$ cat src/rtl/run_ctrl_pkg.sv
// Shared encodings for the run controller: reset polarity and FSM state codes.
// State codes are visible on state_o, so their values are part of the interface.
package run_ctrl_pkg;

    localparam logic RST_ENABLE  = 1'b1;
    localparam logic RST_DISABLE = 1'b0;

    typedef enum logic [2:0] {
        ST_IDLE    = 3'd0,
        ST_HOLD    = 3'd1,
        ST_RELEASE = 3'd2,
        ST_RUN     = 3'd3,
        ST_DONE    = 3'd4
    } state_e;

endpackage

$ cat src/rtl/run_ctrl_sat_counter.sv
// Up-counter with synchronous clear and enable; sticks at all-ones instead of wrapping.
// Clear has priority over enable; the count is registered.
module run_ctrl_sat_counter #(
    parameter int W = 16
) (
    input  logic         clk,
    input  logic         rst,
    input  logic         clr_i,
    input  logic         en_i,
    output logic [W-1:0] cnt_o
);

    logic [W-1:0] cnt_q;
    logic [W-1:0] cnt_d;

    always_comb begin
        cnt_d = cnt_q;
        if (clr_i) begin
            cnt_d = '0;
        end else if (en_i && (cnt_q != '1)) begin
            cnt_d = cnt_q + W'(1);
        end
    end

    always_ff @(posedge clk) begin
        if (rst) begin
            cnt_q <= '0;
        end else begin
            cnt_q <= cnt_d;
        end
    end

    assign cnt_o = cnt_q;

endmodule

$ cat src/rtl/run_ctrl.sv
// Reset sequencer and run-window gate: hold all channels in reset, release them
// staggered, then run until halt request or cycle budget; all outputs registered.
module run_ctrl
    import run_ctrl_pkg::*;
#(
    parameter int NUM_CH      = 4,
    parameter int HOLD_CYCLES = 10,
    parameter int STAGGER     = 2,
    parameter int RUN_CYCLES  = 50,
    parameter int CNT_W       = 16
) (
    input  logic              clk,
    input  logic              rst,
    input  logic              start_i,
    input  logic              halt_req_i,
    output logic [NUM_CH-1:0] ch_rst_o,
    output logic              run_o,
    output logic              done_o,
    output logic              timeout_o,
    output logic [CNT_W-1:0]  cycle_cnt_o,
    output logic [2:0]        state_o
);

    localparam logic [CNT_W-1:0] HOLD_LAST  = CNT_W'(HOLD_CYCLES - 1);
    localparam logic [CNT_W-1:0] REL_LAST   = CNT_W'(STAGGER * (NUM_CH - 1));
    localparam logic [CNT_W-1:0] RUN_LAST   = CNT_W'((RUN_CYCLES == 0) ? 0 : RUN_CYCLES - 1);
    localparam logic             TIMEOUT_EN = (RUN_CYCLES != 0);

    state_e            state_q, state_d;
    logic [NUM_CH-1:0] ch_rst_q, ch_rst_d;
    logic              run_q, run_d;
    logic              done_q, done_d;
    logic              timeout_q, timeout_d;

    logic [CNT_W-1:0]  phase_cnt;
    logic [CNT_W-1:0]  phase_inc;
    logic [CNT_W-1:0]  rel_elapsed;
    logic [CNT_W-1:0]  run_cnt;
    logic              phase_clr;
    logic              run_clr;
    logic [NUM_CH-1:0] rel_hit;

    always_comb begin
        state_d   = state_q;
        timeout_d = timeout_q;
        case (state_q)
            ST_IDLE: begin
                if (start_i) state_d = ST_HOLD;
            end
            ST_HOLD: begin
                if (phase_cnt == HOLD_LAST) state_d = ST_RELEASE;
            end
            ST_RELEASE: begin
                if (phase_cnt == REL_LAST) state_d = ST_RUN;
            end
            ST_RUN: begin
                if (halt_req_i) begin
                    state_d   = ST_DONE;
                    timeout_d = 1'b0;
                end else if (TIMEOUT_EN && (run_cnt == RUN_LAST)) begin
                    state_d   = ST_DONE;
                    timeout_d = 1'b1;
                end
            end
            ST_DONE: begin
                if (start_i) begin
                    state_d   = ST_HOLD;
                    timeout_d = 1'b0;
                end
            end
            default: state_d = ST_IDLE;
        endcase
        run_d  = (state_d == ST_RUN);
        done_d = (state_d == ST_DONE);
    end

    // Phase counter: cycles completed in the current HOLD or RELEASE visit.
    assign phase_clr = (state_d != state_q) || (state_q == ST_IDLE) || (state_q == ST_DONE);
    assign phase_inc = phase_cnt + CNT_W'(1);

    run_ctrl_sat_counter #(.W(CNT_W)) u_phase_cnt (
        .clk   (clk),
        .rst   (rst),
        .clr_i (phase_clr),
        .en_i  (1'b1),
        .cnt_o (phase_cnt)
    );

    assign run_clr = ((state_q == ST_RELEASE) && (state_d == ST_RUN)) ||
                     ((state_q == ST_DONE) && start_i);

    run_ctrl_sat_counter #(.W(CNT_W)) u_run_cnt (
        .clk   (clk),
        .rst   (rst),
        .clr_i (run_clr),
        .en_i  (state_q == ST_RUN),
        .cnt_o (run_cnt)
    );

    // Cycles since RELEASE entry as of the coming edge; zero on the entry edge itself.
    assign rel_elapsed = (state_q == ST_RELEASE) ? phase_inc : '0;

    for (genvar k = 0; k < NUM_CH; k++) begin : g_rel
        localparam logic [CNT_W-1:0] REL_AT = CNT_W'(STAGGER * k);
        assign rel_hit[k] = (rel_elapsed >= REL_AT);
    end

    always_comb begin
        ch_rst_d = {NUM_CH{RST_ENABLE}};
        if ((state_q == ST_RUN) && (state_d == ST_RUN)) begin
            ch_rst_d = ch_rst_q;
        end else if ((state_d == ST_RELEASE) || (state_d == ST_RUN)) begin
            for (int k = 0; k < NUM_CH; k++) begin
                ch_rst_d[k] = rel_hit[k] ? RST_DISABLE : RST_ENABLE;
            end
        end
    end

    always_ff @(posedge clk) begin
        if (rst) begin
            state_q   <= ST_IDLE;
            ch_rst_q  <= {NUM_CH{RST_ENABLE}};
            run_q     <= 1'b0;
            done_q    <= 1'b0;
            timeout_q <= 1'b0;
        end else begin
            state_q   <= state_d;
            ch_rst_q  <= ch_rst_d;
            run_q     <= run_d;
            done_q    <= done_d;
            timeout_q <= timeout_d;
        end
    end

    assign ch_rst_o    = ch_rst_q;
    assign run_o       = run_q;
    assign done_o      = done_q;
    assign timeout_o   = timeout_q;
    assign cycle_cnt_o = run_cnt;
    assign state_o     = state_q;

endmodule

$ cat config.mk
export PLATFORM = sky130hd
export DESIGN_NAME = run_ctrl
export DESIGN_NICKNAME = d
export VERILOG_FILES = /design/src/rtl/run_ctrl_pkg.sv /design/src/rtl/run_ctrl_sat_counter.sv /design/src/rtl/run_ctrl.sv
export SDC_FILE = /design/constraint.sdc
export NUM_CORES = 1
export LEC_CHECK = 0
export ABC_CLOCK_PERIOD_IN_PS = 4000
export BUFFER_PORTS_ARGS = -buffer_cell sky130_fd_sc_hd__buf_2
export CAP_MARGIN = 40
export CORE_UTILIZATION = 40
export CTS_CLUSTER_DIAMETER = 200
export DETAILED_ROUTE_END_ITERATION = 7
export GPL_TIMING_DRIVEN = 0
export MAX_ROUTING_LAYER = met4
export SYNTH_ARGS = -nofsm -noshare
export SYNTH_HDL_FRONTEND = slang
export SYNTH_SLANG_ARGS = --single-unit
$ cat constraint.sdc
create_clock -name clk -period 4 [get_ports clk]
set_clock_uncertainty 0.2 [all_clocks]
set_input_delay 0.4 -clock clk [delete_from_list [all_inputs] [get_ports clk]]
set_output_delay 0.4 -clock clk [all_outputs]
set_load 0.02 [all_outputs]
==> results.md <==
- Outcome: finished, final reports clean
- Worst vdd ir: 0.0002367 V
- RR Startpoint: u_phase_cnt.cnt_o[1]
- Total grt overflow: 0
- Slew Limit Headroom: 0.5740
- Post-Place Setup Slack: 1.484 ns
- Core area: 6061 µm²
- Hold_ws: 0.2351 ns
- Slew at the pin closest to its max-slew limit: 0.6341 ns
- Total number of vias: 2,251
- Clk_lat worst skew: 0.30 ns
- Hold Path Stages: 3
- Drt wl/cell: 15.04 µm
- RePlAce Congestion: 0.8735
- Final Instance Count excl. Fillers: 393
- CTS clk-pin slew, worst paths: 0.09 ns
- XOR/XNOR share of the synthesized area: 0.08848
- Final Routed Wirelength: a little under 6 mm
- Worst Path Arrival: around 2.6 ns
- Diode count: 0
- TritonCTS buffer count: 5
- Postcts setup bufs: 0
- Clock period minus worst slack: 2.583 ns
- Post-cts gate resize count: 0
- CTS tree: built
- Final setup vio count: 0
- Buffers on Ports: 28
- Fin area: 2925 µm²
- Yosys warning count: 0
- DR iter-0 viols: 114
- Final TNS setup: 0 ns
- Wire length of the first global-routing pass: 9.722 mm
- Adder-cell area share of the yosys netlist: 0.02431
- Share of layout cells above drive strength 1: 0.2547
- Nets: approximately 330
- Endpoints failing hold: 0
- Buf/Inv on CP: 1
- Vias per inst: 5.728
- WP depth: 6
- H-tree depth: 2
- Max-slew violations: 0
- DR DRC count: 0
- Top Family by Delay on Critical Path: simple AND/OR/NAND/NOR gates
- # IOs: 30
- Post-synth EDFFs: 0
- Mapped Nets: 291
- Longest Clk Path Bufs: 2
- Hold_sp: halt_req_i
- Crit path kind: flop to flop
- Synth cell types: between 60 and 70
- Yosys top cell by area: dfxtp_1
- Hold Path End: timeout_o
- RSZ-0062 raised after global routing: false
- Crit-path max FO: 10
- Vias in the first global route: slightly below 2,000
- Effective utilization at floorplan: 0.4246
- Clock root cell: clkbuf_8
- Synth Area in Compound Gates: 0.1595
- Element type at the critical path end: flop
- Yosys reg bits: 42
- Register area share after synthesis: 0.3267
- Final period util: 0.6458
- Die Ht: a little over 80 µm
- Mapped Area: between 2000 and 3000 µm²
- Worst R2R End: u_phase_cnt.cnt_o[10]
- Placed Cells incl. Taps: 385
- Cts hold-fix bufs: 0
- Slowest stage delay, CP: 0.52 ns
- Sink Count: 42
- Dominant synthesized flop cell: dfxtp_1
- Worst setup SP type: flop
- Placed inst area: ~2800 µm²
- CP max stage cell: dfxtp_1
- ANT nets after route: 0
- Chip width: 82.22 µm
- Area fraction in and, or, nand and nor cells after synthesis: 0.3204
- Largest family of logic cells by synthesized area: simple AND/OR/NAND/NOR gates
- R2R Setup Slk: around 1.4 ns
- First drt pass iteration count: 4
- Initial antenna violation count: 0
- F_max: between 0.3 and 0.4 GHz
- Top post-synthesis cells by area: dfxtp_1, xnor2_1, nor2_1
- Mux cell area share after synthesis: 0.01702
- Post-Synthesis Cells: 282
- Leakage: 0.001072 µW
- Power per Cell Area: 280.8 nW/µm²
- Area grow syn2layout: 13.66%
- Yosys top cell area share: 0.3267
- Total track usage: 0.1930
- Worst Reg-to-Reg Cells: 6
- DIE AREA: 6759 µm²
- PnR worst setup slack: 1.417 ns
- DPL Wire Length: 4.179 mm
- Post-synth ARST share: 0
- Worst path required time: roughly 4 ns
- Cells along the critical path: ha_1 -> nand4_1 -> nor3_2 -> nand4_1 -> buf_2 -> a211oi_1
- Mean post-synth cell area: 9.127 µm²
- Hold crit path type: input pin to flop
- Cell repeated most along the worst path: nand4_1
- Largest net degree at the start of global routing: 16
- Max_cap viols: 0
- Site Rows: 28
## worst max path at each step
stage | slack, ns | start | endpoint
CTS | 1.46 | u_phase_cnt.cnt_o[1] | u_phase_cnt.cnt_o[10]
finish | 1.42 | u_phase_cnt.cnt_o[1] | u_phase_cnt.cnt_o[10]
global placement | 1.51 | u_phase_cnt.cnt_o[1] | u_phase_cnt.cnt_o[10]
detailed placement | 1.48 | u_phase_cnt.cnt_o[1] | u_phase_cnt.cnt_o[9]
floorplan | 1.76 | u_run_cnt.cnt_o[1] | u_phase_cnt.cnt_o[0]
global route | 1.25 | u_phase_cnt.cnt_o[1] | u_phase_cnt.cnt_o[10]
## synth_stat cells (4+ instances only)
| master | number |
|---|---|
| o21ai_0 | 6 |
| nor3_2 | 5 |
| xor2_1 | 7 |
| buf_6 | 4 |
| nand4_1 | 12 |
| ha_1 | 5 |
| a211oi_2 | 7 |
| nor4_1 | 7 |
| nor3_1 | 11 |
| xnor2_1 | 19 |
| dfxtp_1 | 42 |
| a211oi_1 | 7 |
| nand2_1 | 11 |
| nand3_1 | 18 |
| nor2_1 | 33 |
| buf_4 | 4 |
| nand3b_1 | 4 |
| inv_1 | 11 |
## stage by stage
step,power (µW),util
2_1_floorplan,464.6,-
3_3_place_gp,476.0,0.4633
3_5_place_dp,475.7,0.4633
4_1_cts,834.3,0.4827
5_1_grt,852.8,0.4827
6_report,821.3,0.4827
## cells by family (layout without fill, tap and decap cells)
kind of cell               after synthesis  in the layout
and+or+nand+nor                        133            133
AOI/OAI and AO/OA                       46             46
DFF                                     42             42
xor gates and xnor gates                26             26
buffers and inverters                   26             62
adders and majority gates                5              5
muxes                                    4              4
## final cells by class
type / count / area, µm²
tap: 75 / 93.84
timing repair buffer: 28 / 140.1
clock buffer: 5 / 68.82
multi-input combinational: 214 / 1569
sequential: 42 / 840.8
clock inverter: 3 / 48.80
inverter: 11 / 41.29
fill: 595 / 3136
buffer: 15 / 122.6
## registers in the layout, indices dropped and copies added, names as in the netlist
name and flops:
u_phase_cnt.cnt_o 16, ch_rst_o 4, timeout_o 1, done_o 1
state_o 3, run_o 1, u_run_cnt.cnt_o 16
## report_power, final
| part | internal [µW] | leakage (µW) | switching, µW | total (µW) |
|---|---|---|---|---|
| combinational | 15.7 | 0.000678 | 29.7 | 45.5 |
| sequential | 419 | 0.000339 | 1.70 | 421 |
| clock | 190 | 0.0000563 | 165 | 355 |
| total | 625 | 0.00107 | 196 | 821 |
## layer usage
| layer | wire [µm] | share of wire | vias to the layer above | GRT usage |
|---|---|---|---|---|
| met5 | 0 | 0 | - | - |
| met4 | 104 | 0.018 | 0 | 0.06667 |
| met3 | 181 | 0.031 | 10 | 0.04066 |
| met2 | 2654 | 0.45 | 51 | 0.2736 |
| met1 | 2971 | 0.50 | 1076 | 0.2683 |
| li1 | - | - | 1114 | - |
## worst min-delay path: stages
cell and delay [ns]:
buf_2 0.12, mux2_2 0.15, nor2_1 0.03
## cells in the final DEF (no fill, tap or decap), types with 3 or more instances in the layout
cell,instances
nand3_1,18
nor4_4,3
a21oi_1,3
nand3b_1,4
ha_1,5
xnor2_1,19
a211oi_1,7
xor2_1,7
o21ai_0,6
nor3_2,5
clkbuf_8,5
and2_1,3
clkbuf_2,3
nor4_1,7
nor2_1,33
buf_6,4
a211oi_2,7
nand2_1,11
and3_1,3
inv_1,11
buf_4,4
dfxtp_1,42
buf_2,29
nand4_1,12
nor3b_1,3
nor3_1,11
(Power assumes the default switching activity.)
